<file path="config.mk">
export PLATFORM = sky130hd
export DESIGN_NAME = mem_arbiter
export DESIGN_NICKNAME = d
export VERILOG_FILES = /design/src/rtl/mem_arbiter.sv
export SDC_FILE = /design/constraint.sdc
export NUM_CORES = 1
export LEC_CHECK = 0
export BUFFER_PORTS_ARGS = -buffer_cell sky130_fd_sc_hd__buf_4
export CAP_MARGIN = 40
export CORE_MARGIN = 4
export CORE_UTILIZATION = 52
export CTS_BUF_LIST = sky130_fd_sc_hd__clkbuf_8
export DETAILED_ROUTE_END_ITERATION = 10
export PLACE_DENSITY = 0.88
export SYNTH_ARGS = -nofsm -noshare
export SYNTH_HDL_FRONTEND = slang
export SYNTH_SLANG_ARGS = --single-unit
</file>
<file path="constraint.sdc">
create_clock -name clk -period 2.94 [get_ports clk]
set_input_delay 0.147 -clock clk [delete_from_list [all_inputs] [get_ports clk]]
set_output_delay 0.147 -clock clk [all_outputs]
set_load 0.02 [all_outputs]
</file>
<file path="src/rtl/mem_arbiter.sv">
// Arbiter sharing one single-port memory between instruction fetch and the load/store port.
// D-side wins by default; a bounded D streak guarantees fetch progress; stalled accesses time out.
module mem_arbiter #(
  parameter int unsigned AW           = 32,
  parameter int unsigned MAX_D_STREAK = 4,
  parameter int unsigned TIMEOUT      = 255
) (
  input  logic          clk,
  input  logic          reset,
  input  logic          i_req,
  input  logic [AW-1:0] i_addr,
  output logic          i_ack,
  output logic [31:0]   i_rd,
  input  logic          d_req,
  input  logic          d_we,
  input  logic [AW-1:0] d_addr,
  input  logic [31:0]   d_wd,
  input  logic [3:0]    d_be,
  output logic          d_ack,
  output logic [31:0]   d_rd,
  output logic          mem_req,
  output logic          mem_we,
  output logic [AW-1:0] mem_addr,
  output logic [31:0]   mem_wd,
  output logic [3:0]    mem_be,
  input  logic          mem_ack,
  input  logic [31:0]   mem_rd,
  output logic          bus_err
);

  localparam int unsigned SW = (MAX_D_STREAK < 1) ? 1 : $clog2(MAX_D_STREAK + 1);
  localparam int unsigned TW = 8;
  localparam logic [31:0] ERR_DATA = 32'hDEADBEEF;

  typedef enum logic [1:0] {
    S_IDLE = 2'd0,
    S_WAIT = 2'd1,
    S_DONE = 2'd2
  } state_e;

  state_e          state_q, state_d;
  logic            owner_d_q, owner_d_d;
  logic [SW-1:0]   streak_q, streak_d;
  logic [TW-1:0]   tcnt_q, tcnt_d;
  logic            mem_req_q, mem_req_d;
  logic            mem_we_q, mem_we_d;
  logic [AW-1:0]   mem_addr_q, mem_addr_d;
  logic [31:0]     mem_wd_q, mem_wd_d;
  logic [3:0]      mem_be_q, mem_be_d;
  logic            i_ack_q, i_ack_d;
  logic            d_ack_q, d_ack_d;
  logic [31:0]     i_rd_q, i_rd_d;
  logic [31:0]     d_rd_q, d_rd_d;
  logic            bus_err_q, bus_err_d;
  logic            grant_d_c;
  logic            streak_full_c;
  logic            timeout_c;
  logic [31:0]     rdata_c;

  assign streak_full_c = (streak_q == SW'(MAX_D_STREAK));
  assign grant_d_c     = d_req && !(i_req && streak_full_c);
  assign timeout_c     = (tcnt_q == TW'(TIMEOUT));

  // Next-state and registered-output logic
  always_comb begin
    state_d    = state_q;
    owner_d_d  = owner_d_q;
    streak_d   = streak_q;
    tcnt_d     = tcnt_q;
    mem_req_d  = mem_req_q;
    mem_we_d   = mem_we_q;
    mem_addr_d = mem_addr_q;
    mem_wd_d   = mem_wd_q;
    mem_be_d   = mem_be_q;
    i_rd_d     = i_rd_q;
    d_rd_d     = d_rd_q;
    i_ack_d    = 1'b0;
    d_ack_d    = 1'b0;
    bus_err_d  = 1'b0;
    rdata_c    = mem_ack ? mem_rd : ERR_DATA;

    case (state_q)
      S_IDLE: begin
        if (grant_d_c) begin
          owner_d_d  = 1'b1;
          mem_req_d  = 1'b1;
          mem_we_d   = d_we;
          mem_addr_d = d_addr;
          mem_wd_d   = d_wd;
          mem_be_d   = d_we ? d_be : 4'hF;
          state_d    = S_WAIT;
          // The streak only grows while fetch is actually being held off
          if (!i_req)              streak_d = '0;
          else if (!streak_full_c) streak_d = streak_q + SW'(1);
        end else if (i_req) begin
          owner_d_d  = 1'b0;
          mem_req_d  = 1'b1;
          mem_we_d   = 1'b0;
          mem_addr_d = i_addr;
          mem_wd_d   = '0;
          mem_be_d   = 4'hF;
          streak_d   = '0;
          state_d    = S_WAIT;
        end
      end
      S_WAIT: begin
        if (mem_ack || timeout_c) begin
          mem_req_d = 1'b0;
          tcnt_d    = '0;
          bus_err_d = !mem_ack;
          state_d   = S_DONE;
          if (owner_d_q) begin
            d_ack_d = 1'b1;
            if (!mem_we_q) d_rd_d = rdata_c;
          end else begin
            i_ack_d = 1'b1;
            i_rd_d  = rdata_c;
          end
        end else begin
          tcnt_d = tcnt_q + TW'(1);
        end
      end
      S_DONE: state_d = S_IDLE;
      default: state_d = S_IDLE;
    endcase
  end

  always_ff @(posedge clk) begin
    if (reset) begin
      state_q    <= S_IDLE;
      owner_d_q  <= 1'b0;
      streak_q   <= '0;
      tcnt_q     <= '0;
      mem_req_q  <= 1'b0;
      mem_we_q   <= 1'b0;
      mem_addr_q <= '0;
      mem_wd_q   <= '0;
      mem_be_q   <= '0;
      i_ack_q    <= 1'b0;
      d_ack_q    <= 1'b0;
      i_rd_q     <= '0;
      d_rd_q     <= '0;
      bus_err_q  <= 1'b0;
    end else begin
      state_q    <= state_d;
      owner_d_q  <= owner_d_d;
      streak_q   <= streak_d;
      tcnt_q     <= tcnt_d;
      mem_req_q  <= mem_req_d;
      mem_we_q   <= mem_we_d;
      mem_addr_q <= mem_addr_d;
      mem_wd_q   <= mem_wd_d;
      mem_be_q   <= mem_be_d;
      i_ack_q    <= i_ack_d;
      d_ack_q    <= d_ack_d;
      i_rd_q     <= i_rd_d;
      d_rd_q     <= d_rd_d;
      bus_err_q  <= bus_err_d;
    end
  end

  assign mem_req  = mem_req_q;
  assign mem_we   = mem_we_q;
  assign mem_addr = mem_addr_q;
  assign mem_wd   = mem_wd_q;
  assign mem_be   = mem_be_q;
  assign i_ack    = i_ack_q;
  assign d_ack    = d_ack_q;
  assign i_rd     = i_rd_q;
  assign d_rd     = d_rd_q;
  assign bus_err  = bus_err_q;

endmodule

</file>
==> metrics.cfg, run 1 <==
[outcome]
outcome = complete, no violations

[sta]
setup_violations = 0
drv_slew = 0
timing.final.crit_share_pct = 85.32
layout_setup_ws_ns = 0.4316
clock_skew_ns = 0.01756
finalHoldViolCount = 0
maxSlewHeadroom_pct = 45.96
fin_tns_setup_ns = 0
tightest_slew_ns = 0.8079
hold-worst-slack_ns = 0.03395
fmax_ghz = 0.3987
rsz0062_at_grt = no
min_period_ns = 2.508

[routing]
drt-total-wl_mm = 22.77
viasPerCell = 5.751
drc = 0
first_pass_iters = 6
antenna_left = 0
drt_iter0_markers = 610
wl_per_cell_um = 19.73
vias = 6637

[floorplanning]
coreArea_um2 = 10890
dieArea_um2 = 12890
die_h_um = 113.5
die_x_um = 113.5
io_pins = 275
initial_core_util_pct = 53.17
num_rows = 38

[finish]
ff_latch_area_um2 = 3023
multiInputGateArea_um2 = 2494
fill_cells = 550
finalInstanceArea_um2 = 9376
layout_commonest_cell = buf_4
antenna_cells = 0
nets = 1142
final_util_pct = 86.12
final_cell_mix = buf_4 (281), dfxtp_1 (151), dlygate4sd3_1 (109)
syn_to_final_growth_pct = 61.96
drive_above_1_share_pct = 32.45

[logic_synthesis]
yosysWarnings = 0
synthCells = 646
synth_area_um2 = 5789
syn_area_per_cell_um2 = 8.962
synthArstFlopShare_pct = 0
synth-seq-cells = 151
yosys_most_used_dff = dfxtp_1
yosys.cell_types.count = 40
synth_edf_count = 0
seq_area_frac_synth_pct = 52.22
syn_nets = 787

[clock_tree]
cts_tree = built
clk_latency_ns = 0.46
clk_pin_slew_ns = 0.10
numCtsBuffers = 17
root_buffer = clkbuf_8
cts.sinks = 151
h-tree-depth = 4
clockBufferDepth = 2

[placed_design]
placed_area_um2 = 7855
dp_hpwl_mm = 13.08
dpl_worst_slack_ns = 0.9124
port_buffers = 274
routabilityCongestion = 0.8924

[power]
powerDensity_nw_per_um2 = 547.2
leakage_nw = 4.181
pwr-share-clk_pct = 33.8
power.switching_mw = 1.480
internal-power_mw = 3.651
power_frac_seq_pct = 44.3
share_comb_of_total_power_pct = 21.9
swShare_pct = 28.84
ir_drop_v = 0.0004709

[global_routing]
grt.overflow.total = 0
grt_max_degree = 70
antenna_found_initial = 0
grt.total_usage_pct = 34.57
busiest_layer = met2
use_met2_pct = 59.05
grt_pass1_vias = 7020
grt_first_pass_wirelength_mm = 35.22
grtUsageMet1_pct = 36.84
use_met3_pct = 9.549

[setup_path]
cp-start-kind = flop
worst-path-max-fanout = 69
critPathRequiredTime_ns = 3.34
cp-end-kind = flop
crit_type = flop to flop
arrival_ns = 2.91

[job]
cap_violations = 0

[min_path]
min-delay-path-class = primary input to flop

[stage by stage]
stage	total power, mW	instances
after floorplan	2.785	646
after global placement	3.179	1011
after detailed placement	3.218	1013
after CTS	5.059	1154
after global routing	5.290	1154
final	5.131	1154
[cell type report]
type | instances | share of cell area, %
tap | 140 | 1.868
inverter | 3 | 0.1201
timing repair buffer | 392 | 34.59
multi-input combinational | 436 | 26.59
clock buffer | 18 | 2.642
sequential | 151 | 32.24
clock inverter | 14 | 1.948
[cells in the mapped netlist, types with 2 or more instances]
library cell	n	area share, %
dfxtp_1	151	52
nand2_1	73	4.7
a21oi_1	70	6.1
o21a_1	48	6.2
nor2_1	47	3.0
a22oi_1	32	4.1
a31oi_1	32	3.5
clkbuf_1	32	2.1
o21ai_0	29	2.5
nor2b_1	25	2.7
nand3_1	22	1.9
o21ai_1	20	1.7
buf_2	15	1.3
buf_6	6	1.2
o221a_2	4	0.78
xor2_1	4	0.61
ha_1	3	0.65
inv_1	3	0.19
nor3_1	3	0.26
and2_1	2	0.22
buf_4	2	0.26
nand4_1	2	0.22
nor2_4	2	0.39
nor3b_1	2	0.26
xnor2_1	2	0.30
[kinds of logic after synthesis]
logic type / after synthesis / share of synthesized area, %
buf+inv: 59 / 5.057
fa+ha+maj: 3 / 0.6484
xor+xnor: 6 / 0.9077
flops: 151 / 52.22
compound gates: 240 / 26.02
simple gates: 187 / 15.15
[routing by layer]
layer,vias to the layer above,wire length [um]
li1,2981,-
met5,-,0
met4,0,1426
met3,124,1914
met2,415,11370
met1,3117,8057
[what timing repair did]
action	4_1_cts	5_1_grt
endpoints found under the setup margin	0	0
hold buffers	109	0
buffers inserted	0	0
hold endpoints to repair	85	0
resized for setup	0	0
[state kept, by name (all words and copies together), names as in the netlist]
name and cells:
d_rd 32, owner_d_q 1, mem_req 1, mem_we 1, tcnt_q 8, i_rd 32, d_ack 1, streak_q 3
mem_addr 32, mem_be 4, mem_wd 32, bus_err 1, i_ack 1, state_q 2
[power by group through the flow]
stage | logic [mW] | clock network, mW | registers [mW]
2_1_floorplan | 0.345 | 0 | 2.44
3_3_place_gp | 0.882 | 0 | 2.30
3_5_place_dp | 0.917 | 0 | 2.30
4_1_cts | 1.07 | 1.73 | 2.26
5_1_grt | 1.19 | 1.82 | 2.28
6_report | 1.13 | 1.73 | 2.27
[final timing paths]
check	slack [ns]	to	depth (start not counted)	from
min	0.03	streak_q[2]	3	d_req
max	0.43	mem_addr[23]	6	state_q[0]
max reg2reg	0.43	mem_addr[23]	6	state_q[0]
min reg2reg	0.47	d_rd[12]	1	d_rd[12]
[worst max-delay path: stages (launching register included)]
cell and delay [ns]:
dfxtp_1 0.37, or2_1 0.28, nor2_4 0.11, buf_4 0.53, o21ai_0 0.30, a31oi_1 0.25, dlygate4sd3_1 0.62
Note: power is estimated with default switching activity, not from simulation.
==> inputs of run 2 (changes only) <==
--- a/config.mk
+++ b/config.mk
@@ -12,6 +12,7 @@
 export CTS_BUF_LIST = sky130_fd_sc_hd__clkbuf_8
 export DETAILED_ROUTE_END_ITERATION = 10
 export PLACE_DENSITY = 0.88
+export REMOVE_ABC_BUFFERS = 1
 export SYNTH_ARGS = -nofsm -noshare
 export SYNTH_HDL_FRONTEND = slang
 export SYNTH_SLANG_ARGS = --single-unit
==> run 2 against run 1 <==
  * Sequential share of layout area grew 0.091 points
  * Die area is the same
  * Count of clock-buffer cells in the layout grew 2
  * Maximum frequency grew 3.5%
  * Largest cell class unchanged
  * Largest power group unchanged
==> metrics.cfg, run 2 (synthesized netlist as in run 1, its figures left out) <==
[outcome]
outcome = complete, no violations

[finish]
syn_to_final_growth_pct = 61.51
final_cell_mix = buf_4 (282), dfxtp_1 (151), dlygate4sd3_1 (108)
multiInputGateArea_um2 = 2494
finalInstanceArea_um2 = 9350
layout_commonest_cell = buf_4
fill_cells = 542
nets = 1143
ff_latch_area_um2 = 3023
drive_above_1_share_pct = 32.81

[setup_path]
r2r-start = streak_q[0]
reg2reg_slack_ns = 0.52
path_delay_family = buffers and inverters
r2r-end = mem_addr[25]
critPathMaxStageDelay_ns = 0.61
path_common_cell = nand2_1
crit_chain = inv_1, ha_1, nand3_1, nand2_1, buf_8, nand2_1, a31oi_1, dlygate4sd3_1
r2r_cells = 8
worst-path-max-fanout = 18
cp-start-kind = flop
cp_slowest_cell = dlygate4sd3_1
path_buf_inv = 3
cp-end-kind = flop
crit_type = flop to flop
arrival_ns = 2.80
critPathRequiredTime_ns = 3.32

[floorplanning]
dieArea_um2 = 12890
io_pins = 275
die_h_um = 113.5
initial_core_util_pct = 53.17
die_x_um = 113.5
num_rows = 38
coreArea_um2 = 10890

[min_path]
worstHoldEndpoint = streak_q[0]
hold_path_depth = 3
worstHoldStart = i_req
min-delay-path-class = primary input to flop

[global_routing]
grt_max_degree = 70
antenna_found_initial = 1
grt_first_pass_wirelength_mm = 34.89
grt_pass1_vias = 6860
grt.overflow.total = 0
grt.total_usage_pct = 34.34

[routing]
drc = 0
viasPerCell = 5.756
drt-total-wl_mm = 22.61
wl_per_cell_um = 19.56
first_pass_iters = 5
drt_iter0_markers = 538
antenna_left = 0
vias = 6654

[clock_tree]
numCtsBuffers = 17
cts_tree = built
cts.sinks = 151
clk_latency_ns = 0.44
clockBufferDepth = 2
clk_pin_slew_ns = 0.08
h-tree-depth = 4
root_buffer = clkbuf_8
cts_setup_buffers = 0

[sta]
setup_violations = 0
maxSlewHeadroom_pct = 45.86
tightest_slew_ns = 0.8094
fmax_ghz = 0.4126
rsz0062_at_grt = no
timing.final.crit_share_pct = 82.44
finalHoldViolCount = 0
drv_slew = 0
fin_tns_setup_ns = 0
min_period_ns = 2.424
clock_skew_ns = 0.01381

[power]
ir_drop_v = 0.0004216
powerDensity_nw_per_um2 = 525.1
leakage_nw = 4.172

[job]
cap_violations = 0

[placed_design]
placed_area_um2 = 7890
routabilityCongestion = 0.8620
dp_hpwl_mm = 12.98
port_buffers = 274

[run 2: changes by cell type in the layout (fill, tap and decap cells not counted)]
| cell | change |
|---|---|
| clkbuf_8 | +2 |
| dlygate4sd3_1 | -1 |
| clkinvlp_4 | -1 |
| inv_1 | -2 |
| clkinv_4 | +1 |
| bufinv_16 | -3 |
| clkinv_2 | +3 |
| buf_16 | +1 |
| buf_4 | +1 |
| diode_2 | +1 |
[run 2: worst max-delay path by stage]
| stage | endpoint | slack (ns) | start | cells past startpoint |
|---|---|---|---|---|
| 2_1_floorplan | mem_be[0] | 0.01 | state_q[0] | 3 |
| 3_3_place_gp | i_rd[3] | 1.02 | state_q[0] | 4 |
| 3_5_place_dp | i_rd[11] | 0.86 | state_q[0] | 4 |
| 4_1_cts | mem_addr[13] | 0.66 | state_q[0] | 6 |
| 5_1_grt | mem_addr[1] | 0.39 | state_q[0] | 6 |
| 6_report | mem_addr[25] | 0.52 | streak_q[0] | 8 |
[run 2: layout make-up]
class                   count  area share, %
repair buffers            393          34.95
diodes                      1        0.02676
inverters                   3         0.1204
multi-input cells         436          26.67
clock buffers              20          2.944
well taps                 140          1.873
clock inverters            12          1.084
flip-flops and latches    151          32.33
[run 2: layer usage]
metal  vias up  routed length [um]  global-route usage (%)
met5         -                   0                       0
li1       2990                   -                       -
met3       127                1808                   8.647
met4         0                1603                   24.44
met1      3094                7795                   35.32
met2       443               11410                   60.50
[run 2: timing repair]
item                      CTS  global route
gates resized for setup     0             0
hold endpoints to repair   82             0
hold buffers              108             0
[run 2: where the power goes]
part	total (mW)	internal [mW]	switching (mW)	leakage (nW)
Clock	1.51	0.732	0.778	0.194
Combinational	1.13	0.540	0.589	2.74
Sequential	2.27	2.18	0.0938	1.24
[run 2: tightest hold or removal path, cell delays in order]
cell and delay [ns]:
buf_4 0.14, nand3_1 0.08, a21oi_1 0.05
[run 2: through the flow]
stage / util, % / std cells / hold slack (ns) / setup slack (ns) / power, mW
4_1_cts: 85.85 / 1155 / 0.002794 / 0.6598 / 4.835
5_1_grt: 85.88 / 1156 / 0.02203 / 0.3940 / 5.084
3_5_place_dp: 72.47 / 1015 / 0.4012 / 0.8573 / 3.224
6_report: 85.88 / 1156 / 0.02620 / 0.5162 / 4.910
2_1_floorplan: - / 590 / 0.2161 / 0.01313 / 2.726
3_3_place_gp: 71.82 / 1012 / 0.3924 / 1.015 / 3.180
